File: config.mk
export PLATFORM = sky130hd
export DESIGN_NAME = alu_issue_ctrl
export DESIGN_NICKNAME = d
export VERILOG_FILES = /design/src/rtl/alu_issue_ctrl.sv
export SDC_FILE = /design/constraint.sdc
export NUM_CORES = 1
export LEC_CHECK = 0
export BUFFER_PORTS_ARGS = -buffer_cell sky130_fd_sc_hd__buf_2
export CAP_MARGIN = 10
export CORE_ASPECT_RATIO = 1.4
export CORE_UTILIZATION = 43
export DETAILED_ROUTE_END_ITERATION = 12
export GPL_TIMING_DRIVEN = 0
export HOLD_SLACK_MARGIN = 0.15
export PLACE_DENSITY = 0.8
export SETUP_SLACK_MARGIN = 0.1
export SLEW_MARGIN = 20
export SYNTH_ARGS = -nofsm -noshare
export SYNTH_HDL_FRONTEND = slang
export SYNTH_SLANG_ARGS = --single-unit
File: constraint.sdc
create_clock -name clk -period 1.7 [get_ports clk]
set_input_delay 0.255 -clock clk [delete_from_list [all_inputs] [get_ports clk]]
set_output_delay 0.255 -clock clk [all_outputs]
set_load 0.02 [all_outputs]
File: src/rtl/alu_issue_ctrl.sv
// Issue controller for the one-hot-ALUop ALU: accepts a MIPS instruction with operands,
// decodes and registers the ALU inputs, captures the result and returns it with trap flags.
module alu_issue_ctrl #(
  parameter int DATA_WIDTH = 32
) (
  input  logic                  clk,
  input  logic                  rst,
  input  logic                  in_valid,
  output logic                  in_ready,
  input  logic [31:0]           inst,
  input  logic [DATA_WIDTH-1:0] rs_val,
  input  logic [DATA_WIDTH-1:0] rt_val,
  output logic [DATA_WIDTH-1:0] alu_A,
  output logic [DATA_WIDTH-1:0] alu_B,
  output logic [15:0]           alu_ALUop,
  input  logic [DATA_WIDTH-1:0] alu_Result,
  input  logic                  alu_Zero,
  output logic                  out_valid,
  input  logic                  out_ready,
  output logic [DATA_WIDTH-1:0] out_result,
  output logic                  out_zero,
  output logic                  out_ovf_trap,
  output logic                  out_illegal
);

  localparam logic [15:0] OP_AND  = 16'h0001;
  localparam logic [15:0] OP_OR   = 16'h0002;
  localparam logic [15:0] OP_ADD  = 16'h0004;
  localparam logic [15:0] OP_SUB  = 16'h0008;
  localparam logic [15:0] OP_SLT  = 16'h0010;
  localparam logic [15:0] OP_XOR  = 16'h0020;
  localparam logic [15:0] OP_NOR  = 16'h0040;
  localparam logic [15:0] OP_SLTU = 16'h0080;
  localparam logic [15:0] OP_SLL  = 16'h0100;
  localparam logic [15:0] OP_SRL  = 16'h0200;
  localparam logic [15:0] OP_SRA  = 16'h0400;
  localparam logic [15:0] OP_LUI  = 16'h0800;
  localparam int          MSB     = DATA_WIDTH - 1;

  typedef enum logic [1:0] {S_IDLE, S_EXEC, S_DONE} state_t;

  state_t                state_q, state_d;
  logic [DATA_WIDTH-1:0] a_q, a_d, b_q, b_d, result_q, result_d;
  logic [15:0]           aluop_q, aluop_d;
  logic                  trap_en_q, trap_en_d, illegal_q, illegal_d;
  logic                  zero_q, zero_d, ovf_q, ovf_d;

  logic [5:0]            opcode, funct;
  logic [DATA_WIDTH-1:0] imm_sext, imm_zext, shamt_zext, dec_a, dec_b;
  logic [15:0]           dec_op;
  logic                  dec_trap, dec_ill, ovf_raw;
  logic                  unused_inst_bits;

  assign opcode           = inst[31:26];
  assign funct            = inst[5:0];
  assign imm_sext         = {{(DATA_WIDTH-16){inst[15]}}, inst[15:0]};
  assign imm_zext         = {{(DATA_WIDTH-16){1'b0}}, inst[15:0]};
  assign shamt_zext       = {{(DATA_WIDTH-5){1'b0}}, inst[10:6]};
  assign unused_inst_bits = ^inst[25:16];

  // NOTE: every signal driven in always_comb gets a default first, so no path can infer a latch.
  always_comb begin
    dec_a    = rs_val;
    dec_b    = rt_val;
    dec_op   = '0;
    dec_trap = 1'b0;
    dec_ill  = 1'b0;
    case (opcode)
      6'h00: begin
        case (funct)
          6'h00: begin dec_op = OP_SLL; dec_a = shamt_zext; end
          6'h02: begin dec_op = OP_SRL; dec_a = shamt_zext; end
          6'h03: begin dec_op = OP_SRA; dec_a = shamt_zext; end
          6'h04: dec_op = OP_SLL;
          6'h06: dec_op = OP_SRL;
          6'h07: dec_op = OP_SRA;
          6'h20: begin dec_op = OP_ADD; dec_trap = 1'b1; end
          6'h21: dec_op = OP_ADD;
          6'h22: begin dec_op = OP_SUB; dec_trap = 1'b1; end
          6'h23: dec_op = OP_SUB;
          6'h24: dec_op = OP_AND;
          6'h25: dec_op = OP_OR;
          6'h26: dec_op = OP_XOR;
          6'h27: dec_op = OP_NOR;
          6'h2A: dec_op = OP_SLT;
          6'h2B: dec_op = OP_SLTU;
          default: dec_ill = 1'b1;
        endcase
      end
      6'h08: begin dec_op = OP_ADD;  dec_b = imm_sext; dec_trap = 1'b1; end
      6'h09: begin dec_op = OP_ADD;  dec_b = imm_sext; end
      6'h0A: begin dec_op = OP_SLT;  dec_b = imm_sext; end
      6'h0B: begin dec_op = OP_SLTU; dec_b = imm_sext; end
      6'h0C: begin dec_op = OP_AND;  dec_b = imm_zext; end
      6'h0D: begin dec_op = OP_OR;   dec_b = imm_zext; end
      6'h0E: begin dec_op = OP_XOR;  dec_b = imm_zext; end
      6'h0F: begin dec_op = OP_LUI;  dec_b = imm_zext; dec_a = '0; end
      default: dec_ill = 1'b1;
    endcase
    if (dec_ill) begin
      dec_a = '0;
      dec_b = '0;
    end
  end

  // Signed overflow is judged from operand and result sign bits, not the ALU's own flag.
  always_comb begin
    ovf_raw = 1'b0;
    if (aluop_q == OP_ADD)
      ovf_raw = (a_q[MSB] == b_q[MSB]) && (alu_Result[MSB] != a_q[MSB]);
    else if (aluop_q == OP_SUB)
      ovf_raw = (a_q[MSB] != b_q[MSB]) && (alu_Result[MSB] != a_q[MSB]);
  end

  always_comb begin
    state_d   = state_q;
    a_d       = a_q;
    b_d       = b_q;
    aluop_d   = aluop_q;
    trap_en_d = trap_en_q;
    illegal_d = illegal_q;
    result_d  = result_q;
    zero_d    = zero_q;
    ovf_d     = ovf_q;
    case (state_q)
      S_IDLE: begin
        if (in_valid) begin
          a_d       = dec_a;
          b_d       = dec_b;
          aluop_d   = dec_op;
          trap_en_d = dec_trap;
          illegal_d = dec_ill;
          state_d   = S_EXEC;
        end
      end
      S_EXEC: begin
        result_d = illegal_q ? '0   : alu_Result;
        zero_d   = illegal_q ? 1'b1 : alu_Zero;
        ovf_d    = trap_en_q && ovf_raw;
        state_d  = S_DONE;
      end
      S_DONE: begin
        if (out_ready) state_d = S_IDLE;
      end
      default: state_d = S_IDLE;
    endcase
  end

  // NOTE: state registers use non-blocking assignments so every flop samples pre-edge values.
  always_ff @(posedge clk) begin
    if (rst) begin
      state_q   <= S_IDLE;
      a_q       <= '0;
      b_q       <= '0;
      aluop_q   <= '0;
      trap_en_q <= 1'b0;
      illegal_q <= 1'b0;
      result_q  <= '0;
      zero_q    <= 1'b0;
      ovf_q     <= 1'b0;
    end else begin
      state_q   <= state_d;
      a_q       <= a_d;
      b_q       <= b_d;
      aluop_q   <= aluop_d;
      trap_en_q <= trap_en_d;
      illegal_q <= illegal_d;
      result_q  <= result_d;
      zero_q    <= zero_d;
      ovf_q     <= ovf_d;
    end
  end

  assign in_ready     = (state_q == S_IDLE);
  assign out_valid    = (state_q == S_DONE);
  assign alu_A        = a_q;
  assign alu_B        = b_q;
  assign alu_ALUop    = aluop_q;
  assign out_result   = result_q;
  assign out_zero     = zero_q;
  assign out_ovf_trap = ovf_q;
  assign out_illegal  = illegal_q;

endmodule

### Word level (Yosys, flattened, before mapping)

Cells that the tools add are included.

| word-level totals | value |
|---|---|
| input bits | 133 |
| output and inout bits | 117 |
| logic and storage cells | 79 |
| bits in registers | 118 |

| operators by class | value |
|---|---|
| multiplexer cells | 18 |
| reduce and logical (&&, ||, !) cells | 20 |
| eq/ne operators | 32 |

Operators by type and width:

| operator | count |
|---|---|
| two-way mux 32 bit | 4 |
| case mux 32 bit (2 select lines) | 2 |
| case mux 11 bit (11 select lines) | 1 |
| case mux 12 bit (8 select lines) | 1 |
| == test 6 bit, second input constant | 10 |
| == test 6 x 4 -> 1 bit, second input constant | 8 |
| == test 6 x 3 -> 1 bit, second input constant | 3 |
| == test 16 x 3 -> 1 bit, second input constant | 1 |
| == test 16 x 4 -> 1 bit, second input constant | 1 |
| OR reduction 16 bit | 1 |
| OR reduction 2 bit | 7 |
| == test 6 x 2 -> 1 bit, second input constant | 2 |
| logical NOT 6 bit | 2 |
| OR reduction 4 bit | 2 |
| OR reduction 8 bit | 1 |
| case mux 2 bit (3 select lines) | 1 |
| two-way mux 1 bit | 5 |
| two-way mux 2 bit | 2 |
| case mux 1 bit (2 select lines) | 2 |
| AND reduction 2 bit | 2 |
| logical AND 1 bit | 3 |
| OR reduction 3 bit | 1 |
| == test 2 x 1 -> 1 bit, second input constant | 1 |
| == test 2 bit, second input constant | 1 |
| 5 further kinds | 6 |

### Logic depth before layout (Yosys ltp)

Gate-level depths: netlist of the first run.

| logic depth | value |
|---|---|
| depth after elaboration | 5 |
| depth in mapped cells | 6 |
| depth with buffers taken out | 4 |

### Worst setup path before layout of the first run

No wires, ideal clock.

| path | value |
|---|---|
| path type | in2reg |
| from | input port inst[4] |
| to | register illegal_q (netlist: out_illegal) |
| data arrival time | 1.428 ns |
| path slack | 0.153 ns |
| stages on the path | 5 |
| library setup time | 0.120 ns |
| path buffers | 2 |
| required time | 1.580 ns |
| cell sequence | clkbuf_1 -> a211oi_4 -> nor3_4 -> buf_6 -> o31a_1 |

| on the way | value |
|---|---|
| longest elaborated chain between the ends | 4 |
| elaborated cells between the ends (all ways) | 19 |
| classes of those cells | eq/ne (15); mux (2); reduce/logical (2) |

Ends and longest elaborated chain:

| what | line | RTL |
|---|---|---|
| start: declaration | 10 | `input logic [31:0] inst,` |
| == test 6 bit (tied with other cells) | 70 | `case (funct)` |
| OR reduction 16 bit (no line) (*) | n/a |  |
| two-way mux 1 bit (*) | 70 |  |
| case mux 1 bit (2 select lines) (*) | 68 | `case (opcode)` |
| end signal: assignment | 167 | `illegal_q <= illegal_d;` |
| end: declaration | 45 | `logic trap_en_q, trap_en_d, illegal_q, illegal_d;` |

Every way passes the cells marked *; elsewhere a longest branch is shown, timed or not.
A chain may end at the register's enable or synchronous reset.

### Worst setup path in the final report of the first run

| path | value |
|---|---|
| from | register state_q[0] |
| to | register a_q[1] (netlist: alu_A[1]) |

| on the way | value |
|---|---|
| longest elaborated chain between the ends | 2 |

Ends and longest elaborated chain:

| what | line | RTL |
|---|---|---|
| start: declaration | 42 | `state_t state_q, state_d;` |
| start signal: assignment | 162 | `state_q <= state_d;` |
| logical NOT 2 bit | 125 | `case (state_q)` |
| AND reduction 2 bit (no line) | n/a |  |
| end signal: assignment | 153 | `a_q <= '0;` |
| end signal: assignment | 163 | `a_q <= a_d;` |
| end: declaration | 43 | `logic [DATA_WIDTH-1:0] a_q, a_d, b_q, b_d, result_q, result_d;` |

Every way passes these cells.

==> flow_summary.json, run 1 <==
{
  "run_status": "complete, no violations",
  "ys_seq_area_share_pct": 44.8,
  "fillCellCount": 952,
  "crit_path_max_incr_delay_ps": 360,
  "ant_nets": 0,
  "p_int_uw": 5610,
  "path_cells": "nor3b_4 > buf_6 > buf_6 > o211ai_1 > o32ai_1 > a21oi_1",
  "cts_tree": "yes",
  "routedWlPerCell_um": 16.5,
  "timing.final.ws_setup_ps": 120,
  "seq_area_um2": 2290,
  "syn_inst": 595,
  "rows": 46,
  "drive_gt1_share_pct": 36.6,
  "fmax_mhz": 633,
  "dieArea_um2": 12300,
  "async_reset_ff_share_pct": 0,
  "muxShareOfSynthArea_pct": 3.14,
  "drc": 0,
  "power_density_nw_per_um2": 949,
  "grt_start_max_net_pins": 17,
  "cap_violations": 0,
  "synth_enable_flop_cells": 0,
  "drt-initial-drc-count": 300,
  "start_util_pct": 44.5,
  "worst_path_max_delay_cell": "dfxtp_4",
  "synth-main-ff-cell": "dfxtp_1",
  "totalWireLength_um": 17800,
  "fin_crit_sh_pct": 92.9,
  "cts_max_level": 4,
  "cts.path.max_buffers": 2,
  "finClkSkew_ps": 3.68,
  "synth_top_family_by_area": "simple AND/OR/NAND/NOR gates",
  "switchingPower_uw": 1870,
  "ys_warn_count": 0,
  "track_usage_pct": 28.8,
  "worst-path-max-fanout": 4,
  "nNetsFinal": 1052,
  "syn_to_final_growth_pct": 54.8,
  "synthAdderAreaFrac_pct": 0,
  "period_needed_ps": 1580,
  "netlist_area_um2": 5100,
  "dr.pass1.iters": 6,
  "die_w_um": 94.0,
  "worstPathArrival_ps": 1870,
  "cp.required_ps": 1990,
  "multi_input_area_um2": 2640,
  "postSynthAreaPerCell_um2": 8.56,
  "first_global_vias": 5590,
  "switching_share_pct": 25.0,
  "hpwl_um": 11900,
  "worstSetupStartpointType": "flip-flop",
  "path_clk_slew_ps": 50,
  "drt-vias-per-instance": 5.42,
  "end_kind": "flip-flop",
  "ys_ff_latch": 114,
  "fp.dieH_um": 131,
  "antenna_found_initial": 0,
  "yosysUniqueCellTypes": 56,
  "diodes": 0,
  "synth_compound_area_share_pct": 20.5,
  "hp-class": "in -> reg",
  "setup_violations": 0,
  "slew_headroom_pct": 61.7,
  "crit_top_cell": "buf_6",
  "port-buffer-count": 234,
  "grt_setup_unrepaired": "true",
  "slew_viol_final": 0,
  "worstSetupPathType": "reg -> reg",
  "place_congestion": 0.852,
  "grt_pass1_wl_um": 27200,
  "cts_sinks": 114,
  "core-area_um2": 11500,
  "pwr-share-seq_pct": 37.1,
  "insertion_delay_ps": 410,
  "yosys.area_share.simple_pct": 25.9,
  "cts_buffers": 17,
  "finalHoldViolations": 0,
  "totalNegativeSetupSlack_ps": 0,
  "pre_cts_slack_ps": -416,
  "clkPwrFrac_pct": 49.9,
  "vias": 5829,
  "combPwrFrac_pct": 13.0,
  "synth_xor_area_share_pct": 0.344,
  "peakVddDrop_uv": 679,
  "io_pins": 250,
  "root_buffer": "clkbuf_16",
  "tightest_slew_ps": 574,
  "grt.overflow.total": 0,
  "p_leak_uw": 0.00357
}
## layout make-up
type | instances | area share, %
multi-input combinational | 426 | 33.5
buffer | 52 | 3.73
tap | 144 | 2.28
clock inverter | 14 | 2.38
timing repair buffer | 302 | 23.5
clock buffer | 18 | 5.44
inverter | 6 | 0.285
sequential | 114 | 29.0
## cell usage in the layout, fill, tap and decap left out, types with 15 or more instances in the layout
cell type,Yosys,final
o21ai_1,48,47
clkbuf_1,29,16
dfxtp_1,114,112
nor2_1,67,66
mux2i_1,16,16
buf_2,12,245
nand3_1,32,32
dlygate4sd3_1,0,61
clkbuf_16,0,17
nand2_1,70,70
nor3b_1,34,34
a21oi_1,46,46
buf_4,8,15
## per-stage QoR
stage	hold WS (ps)	area, µm²	utilization [%]	cells	total power (µW)
2_1_floorplan	356	5110	-	598	3290
3_3_place_gp	429	6460	56.4	976	3610
3_5_place_dp	433	6460	56.4	976	3620
4_1_cts	153	7730	67.5	1070	7450
5_1_grt	157	7890	68.9	1076	7750
6_report	160	7890	68.9	1076	7490
## per-layer routing
| layer | routed length [µm] | up-vias | GRT usage (%) |
|---|---|---|---|
| met3 | 1180 | 62 | 8.51 |
| met1 | 6710 | 2707 | 29.8 |
| met2 | 9180 | 286 | 51.9 |
| met4 | 735 | 0 | 15.9 |
| met5 | 0 | - | 0 |
| li1 | - | 2774 | - |
## what timing repair did
item,4_1_cts,5_1_grt
setup endpoints to repair,84,104
buffers inserted,1,6
hold buffers,61,0
resized for setup,12,48
pin swaps,0,5
hold endpoints to repair,53,0
## worst paths after layout
kind                                               from                endpoint  slack, ps  depth (start not counted)
worst max-delay path            state_q[0]$_SDFFE_PP0P_   alu_A[1]$_SDFFE_PP0P_        120                          6
worst min-delay path                          rs_val[2]   alu_A[2]$_SDFFE_PP0P_        160                          3
worst max register to register  state_q[0]$_SDFFE_PP0P_   alu_A[1]$_SDFFE_PP0P_        120                          6
worst min register to register   alu_A[27]$_SDFFE_PP0P_  alu_A[27]$_SDFFE_PP0P_        440                          2
## synthesized netlist by cell type (2+ instances only)
master | n | area, µm²
inv_1 | 6 | 22.5
buf_2 | 12 | 60.1
clkbuf_1 | 29 | 109
o211ai_1 | 11 | 82.6
nor3_4 | 3 | 48.8
a21oi_1 | 46 | 230
o21ai_1 | 48 | 240
nor3_1 | 3 | 15.0
nand3b_1 | 2 | 15.0
nand4_1 | 3 | 18.8
nand2b_1 | 8 | 50.1
dfxtp_1 | 114 | 2280
o31ai_1 | 3 | 22.5
a31oi_1 | 8 | 50.1
nor2b_1 | 2 | 12.5
nor3_2 | 3 | 30.0
buf_1 | 2 | 7.51
nor2_1 | 67 | 251
and3_1 | 7 | 43.8
and4_1 | 2 | 17.5
or3_1 | 3 | 18.8
nor4_1 | 4 | 25.0
buf_4 | 8 | 60.1
o41ai_2 | 10 | 163
nand2_1 | 70 | 263
nand3_1 | 32 | 160
o32ai_1 | 5 | 43.8
nor3b_1 | 34 | 255
o41ai_1 | 6 | 52.6
mux2i_1 | 16 | 160
a22oi_1 | 3 | 22.5
## flip-flops by register name (all words and copies together), names as in the netlist
name	cells
alu_ALUop	12
out_ovf_trap	1
out_zero	1
state_q	2
alu_B	32
out_illegal	1
out_result	32
trap_en_q	1
alu_A	32
## worst max-delay path, delay by kind of cell (launching register included)
family          cells  cell delay, ps
buf+inv             2             290
compound gates      3             470
simple gates        1             350
flops               1             360
## power by group through the flow
| stage | clock network, µW | registers [µW] | logic [µW] |
|---|---|---|---|
| 2_1_floorplan | 0 | 2910 | 373 |
| 3_3_place_gp | 0 | 2830 | 777 |
| 3_5_place_dp | 0 | 2830 | 785 |
| 4_1_cts | 3760 | 2780 | 908 |
| 5_1_grt | 3910 | 2790 | 1050 |
| 6_report | 3730 | 2780 | 973 |
## cell families (layout without fill, tap and decap cells)
kind of cell	Yosys count	count (layout)
compound gates	151	151
xor+xnor	2	2
buf+inv	58	392
flops	114	114
mux	16	16
other cells	1	4
simple gates	253	253
(Power assumes the default switching activity.)
==> inputs of run 2 (changes only) <==
==> constraint.sdc (replaced) <==
create_clock -name clk -period 1.7 [get_ports clk]
set_input_delay 0.085 -clock clk [delete_from_list [all_inputs] [get_ports clk]]
set_output_delay 0.085 -clock clk [all_outputs]
set_load 0.02 [all_outputs]
==> run 2 against run 1 <==
Critical path depth decreased by 1; first-iteration DRC count increased by 11%; combinational power increased by 10%; non-clock buffer count increased by 55; clock power about the same; hold slack improved by 4.3 ps; largest power group unchanged; routed wire length increased by 8.4%; clock-buffer cell count unchanged; design area increased by 6.7%.
==> flow_summary.json, run 2 (synthesis results as in run 1) <==
{
  "run_status": "complete, no violations",
  "final_util_pct": 73.5,
  "port-buffer-count": 234,
  "insertion_delay_ps": 420,
  "first_global_vias": 6051,
  "rows": 46,
  "instances_no_fill": 1131,
  "slew_headroom_pct": 62.8,
  "peakVddDrop_uv": 704,
  "dr.pass1.iters": 5,
  "setup_violations": 0,
  "ant_nets": 0,
  "worst_path_max_delay_cell": "nor3b_4",
  "antenna_found_initial": 0,
  "routedWlPerCell_um": 17.1,
  "drt-vias-per-instance": 5.36,
  "p_leak_uw": 0.00380,
  "crit_path_max_incr_delay_ps": 360,
  "fin_crit_sh_pct": 92.6,
  "drc": 0,
  "grt_start_max_net_pins": 17,
  "final_cell_mix": "buf_2 (243), dlygate4sd3_1 (120), dfxtp_1 (112)",
  "io_pins": 250,
  "fillCellCount": 837,
  "cp.required_ps": 2040,
  "start_util_pct": 44.5,
  "worstSetupPathType": "reg -> reg",
  "path_cells": "nor3b_4 > o211a_4 > buf_4 > nand3_1 > o21ai_2",
  "cts.path.max_buffers": 2,
  "slew_viol_final": 0,
  "fp.dieH_um": 131,
  "tightest_slew_ps": 558,
  "cap_violations": 0,
  "worstSetupStartpointType": "flip-flop",
  "die_w_um": 94.0,
  "path_clk_slew_ps": 50,
  "fmax_mhz": 635,
  "drive_gt1_share_pct": 34.1,
  "holdWs_ps": 164,
  "syn_to_final_growth_pct": 65.2,
  "cts_max_level": 4,
  "worst-path-max-fanout": 10,
  "diodes": 0,
  "track_usage_pct": 31.3,
  "vias": 6064,
  "cts_tree": "yes",
  "root_buffer": "clkbuf_16",
  "core-area_um2": 11500,
  "place_congestion": 0.852,
  "dp_cells": 976,
  "cts_buffers": 17,
  "hp-class": "in -> reg",
  "totalNegativeSetupSlack_ps": 0,
  "cp_num_buf_inv": 1,
  "nNetsFinal": 1107,
  "worstPathArrival_ps": 1920,
  "period_needed_ps": 1570,
  "end_kind": "flip-flop",
  "finalHoldViolations": 0,
  "totalWireLength_um": 19300,
  "cts_sinks": 114,
  "grt_pass1_wl_um": 29400,
  "grt.overflow.total": 0,
  "finClkSkew_ps": 6.79,
  "final_common_cell": "buf_2",
  "critical_path.top_delay_family": "simple AND/OR/NAND/NOR gates",
  "power_density_nw_per_um2": 903,
  "grt_setup_unrepaired": "true",
  "drt-initial-drc-count": 334,
  "hpwl_um": 11900,
  "dieArea_um2": 12300
}
==> run 2: cell types whose count changed in the layout (fill, tap and decap cells not counted), sizes merged <==
cell,change
dlygate4sd3,+59
buf,-6
clkbuf,+2
==> run 2: final timing paths <==
check                               start                         to  slack [ps]  cells past startpoint
setup reg to reg  state_q[0]$_SDFFE_PP0P_     alu_A[13]$_SDFFE_PP0P_         130                      5
hold reg to reg    alu_A[27]$_SDFFE_PP0P_     alu_A[27]$_SDFFE_PP0P_         440                      2
hold / removal                   inst[30]  alu_ALUop[0]$_SDFFE_PP0P_         160                      4
setup / recovery  state_q[0]$_SDFFE_PP0P_     alu_A[13]$_SDFFE_PP0P_         130                      5
==> run 2: metal layers <==
| layer | share of wire (%) | global-route usage, % | vias up |
|---|---|---|---|
| li1 | - | - | 2881 |
| met1 | 37 | 31.8 | 2803 |
| met2 | 52 | 56.9 | 305 |
| met3 | 6.7 | 8.85 | 75 |
| met4 | 4.2 | 18.2 | 0 |
| met5 | 0 | 0 | - |
==> run 2: cell type report <==
class | count | area [µm²] | share of cell area [%]
flip-flops and latches | 114 | 2280 | 27.1
multi-input cells | 426 | 2620 | 31.1
clock buffers | 18 | 429 | 5.10
well taps | 144 | 180 | 2.14
clock inverters | 14 | 188 | 2.23
inverters | 6 | 22.5 | 0.268
repair buffers | 357 | 2390 | 28.4
plain buffers | 52 | 300 | 3.57
==> run 2: report_power, final <==
part / internal, µW / total, µW / leakage, µW / switching [µW]
sequential: 2740 / 2780 / 0.000924 / 39.5
clock: 2440 / 3750 / 0.000292 / 1300
combinational: 502 / 1070 / 0.00258 / 569
==> run 2: tightest hold or removal path, stage by stage <==
cell and delay, ps:
buf_2 130, nor3_2 70, nand2_4 160, o31ai_2 90
==> run 2: per-stage QoR <==
step	cell area [µm²]	worst slack (ps)	total power [µW]
6_report	8420	125	7600
5_1_grt	8420	21.0	7840
4_1_cts	8320	11.5	7550
3_5_place_dp	6460	-281	3620
3_3_place_gp	6460	-276	3610
2_1_floorplan	5110	201	3290
==> run 2: repair_timing <==
action	CTS	global route
setup buffers	1	2
setup endpoints to repair	84	103
endpoints found under the hold margin	109	0
pin swaps	0	1
hold buffers	120	0
gates resized for setup	12	45
==> inputs of run 3 (changes only) <==
--- a/config.mk
+++ b/config.mk
@@ -7,12 +7,14 @@
 export LEC_CHECK = 0
 export BUFFER_PORTS_ARGS = -buffer_cell sky130_fd_sc_hd__buf_2
 export CAP_MARGIN = 10
+export CELL_PAD_IN_SITES_DETAIL_PLACEMENT = 0
+export CELL_PAD_IN_SITES_GLOBAL_PLACEMENT = 1
 export CORE_ASPECT_RATIO = 1.4
-export CORE_UTILIZATION = 43
+export CORE_UTILIZATION = 33
 export DETAILED_ROUTE_END_ITERATION = 12
 export GPL_TIMING_DRIVEN = 0
 export HOLD_SLACK_MARGIN = 0.15
-export PLACE_DENSITY = 0.8
+export PLACE_DENSITY = 0.85
 export SETUP_SLACK_MARGIN = 0.1
 export SLEW_MARGIN = 20
 export SYNTH_ARGS = -nofsm -noshare
==> run 3 against run 2 <==
Fmax decreased by 0.35%; clock-buffer cell count increased by 2; sequential power about the same; clock skew grew 0.76 ps; flip-flop and latch count stayed put; die area grew 30%; highest routed layer unchanged; largest cell class unchanged; worst setup slack got worse by 5.5 ps; register-to-register slack about the same; critical path depth decreased by 1; largest power group unchanged; non-clock buffer count grew 3; clock power shrank 5%.
==> flow_summary.json, run 3 (synthesis results as in run 1) <==
{
  "drive_gt1_share_pct": 35.6,
  "ant_nets": 0,
  "dp_cells": 1024,
  "cts_sinks": 114,
  "finClkSkew_ps": 7.55,
  "period_needed_ps": 1580,
  "syn_to_final_growth_pct": 68.7,
  "switching_share_pct": 25.8,
  "final_cell_mix": "buf_2 (242), dlygate4sd3_1 (119), dfxtp_1 (112)",
  "nNetsFinal": 1110,
  "start_util_pct": 33.9,
  "routedWlPerCell_um": 15.7,
  "cap_violations": 0,
  "insertion_delay_ps": 410,
  "hp-class": "in -> reg",
  "fin_crit_sh_pct": 93.0,
  "vias": 5820,
  "first_global_vias": 5848,
  "io_pins": 250,
  "cts_tree": "yes",
  "antenna_found_initial": 0,
  "dieArea_um2": 16000,
  "die_w_um": 107,
  "fmax_mhz": 633,
  "setup_violations": 0,
  "slew_viol_final": 0,
  "holdWs_ps": 175,
  "place_congestion": 0.821,
  "grt_pass1_wl_um": 29000,
  "p_leak_uw": 0.00386,
  "track_usage_pct": 23.3,
  "combPwrFrac_pct": 14.6,
  "switchingPower_uw": 1910,
  "tightest_slew_ps": 609,
  "path_clk_slew_ps": 50,
  "cts_buffers": 17,
  "drt-initial-drc-count": 211,
  "final_common_cell": "buf_2",
  "p_int_uw": 5500,
  "grt_setup_unrepaired": "true",
  "cts_max_level": 4,
  "totalWireLength_um": 18500,
  "end_kind": "flip-flop",
  "pwr-share-seq_pct": 37.5,
  "port-buffer-count": 234,
  "instances_no_fill": 1182,
  "cts.path.max_buffers": 2,
  "clkPwrFrac_pct": 47.9,
  "worstPathArrival_ps": 1900,
  "root_buffer": "clkbuf_16",
  "rows": 53,
  "hpwl_um": 12500,
  "cp.required_ps": 2020,
  "fp.dieH_um": 149,
  "worstSetupPathType": "reg -> reg",
  "peakVddDrop_uv": 517,
  "drt-vias-per-instance": 4.92,
  "slew_headroom_pct": 59.4,
  "power_density_nw_per_um2": 862,
  "finalHoldViolations": 0,
  "run_status": "complete, no violations",
  "drc": 0,
  "grt.overflow.total": 0,
  "dr.pass1.iters": 4,
  "core-area_um2": 15100,
  "totalNegativeSetupSlack_ps": 0,
  "grt_start_max_net_pins": 17,
  "worstSetupStartpointType": "flip-flop",
  "diodes": 0,
  "worst-path-max-fanout": 5
}
run 3: changes by cell type in the layout (fill, tap and decap cells not counted), moves of 4 or more:
cell | before | now
clkbuf_2 | 9 | 14
o41ai_1 | 5 | 0
o41ai_2 | 11 | 16
buf_4 | 13 | 9
o21ai_1 | 47 | 43
o21ai_2 | 1 | 5
run 3: power by group through the flow:
stage | Combinational, µW | Clock [µW] | Sequential (µW)
after floorplan | 373 | 0 | 2910
after detailed placement | 797 | 0 | 2830
after global routing | 1170 | 3730 | 2790
final | 1080 | 3550 | 2780
after CTS | 1050 | 3610 | 2780
after global placement | 793 | 0 | 2830
run 3: final timing paths:
kind	start	to	slack, ps	cells past startpoint
max	state_q[1]$_SDFFE_PP0P_	alu_ALUop[0]$_SDFFE_PP0P_	120	4
min	inst[30]	alu_ALUop[0]$_SDFFE_PP0P_	170	4
min reg2reg	alu_A[26]$_SDFFE_PP0P_	alu_A[26]$_SDFFE_PP0P_	440	2
max reg2reg	state_q[1]$_SDFFE_PP0P_	alu_ALUop[0]$_SDFFE_PP0P_	120	4
run 3: worst max-delay path: stages, from the launching register on:
cell,delay (ps)
dfxtp_2,340
or3b_1,440
nor4_1,500
a22oi_1,120
o31ai_1,90
run 3: layout make-up:
type	count	area (µm²)
Buffer	52	323
Clock buffer	20	457
Clock inverter	12	134
Fill cell	1355	6460
Inverter	6	22.5
Multi-Input combinational cell	426	2680
Sequential cell	114	2280
Tap cell	192	240
Timing Repair Buffer	360	2460
run 3: what timing repair did:
action | 4_1_cts | 5_1_grt
setup buffers | 4 | 2
cloned | 0 | 1
pin swaps | 1 | 3
hold endpoints to repair | 109 | 0
resized for setup | 20 | 49
setup endpoints to repair | 88 | 99
hold buffers | 119 | 0
run 3: through the flow:
stage	area (µm²)	power, µW	worst slack [ps]	util, %
4_1_cts	8410	7440	80.3	55.9
6_report	8600	7410	120	57.1
5_1_grt	8600	7690	48.6	57.1
3_5_place_dp	6520	3630	-332	43.3
3_3_place_gp	6520	3630	-352	43.3
2_1_floorplan	5110	3290	201	-
run 3: per-layer routing:
metal / GRT usage (%) / vias up / part of all wire (%) / wire [µm]
met5: 0 / - / 0 / 0
met4: 10.8 / 0 / 2.8 / 522
met3: 5.02 / 34 / 4.8 / 897
met2: 41.5 / 206 / 51 / 9540
met1: 26.2 / 2703 / 41 / 7570
li1: - / 2877 / - / -
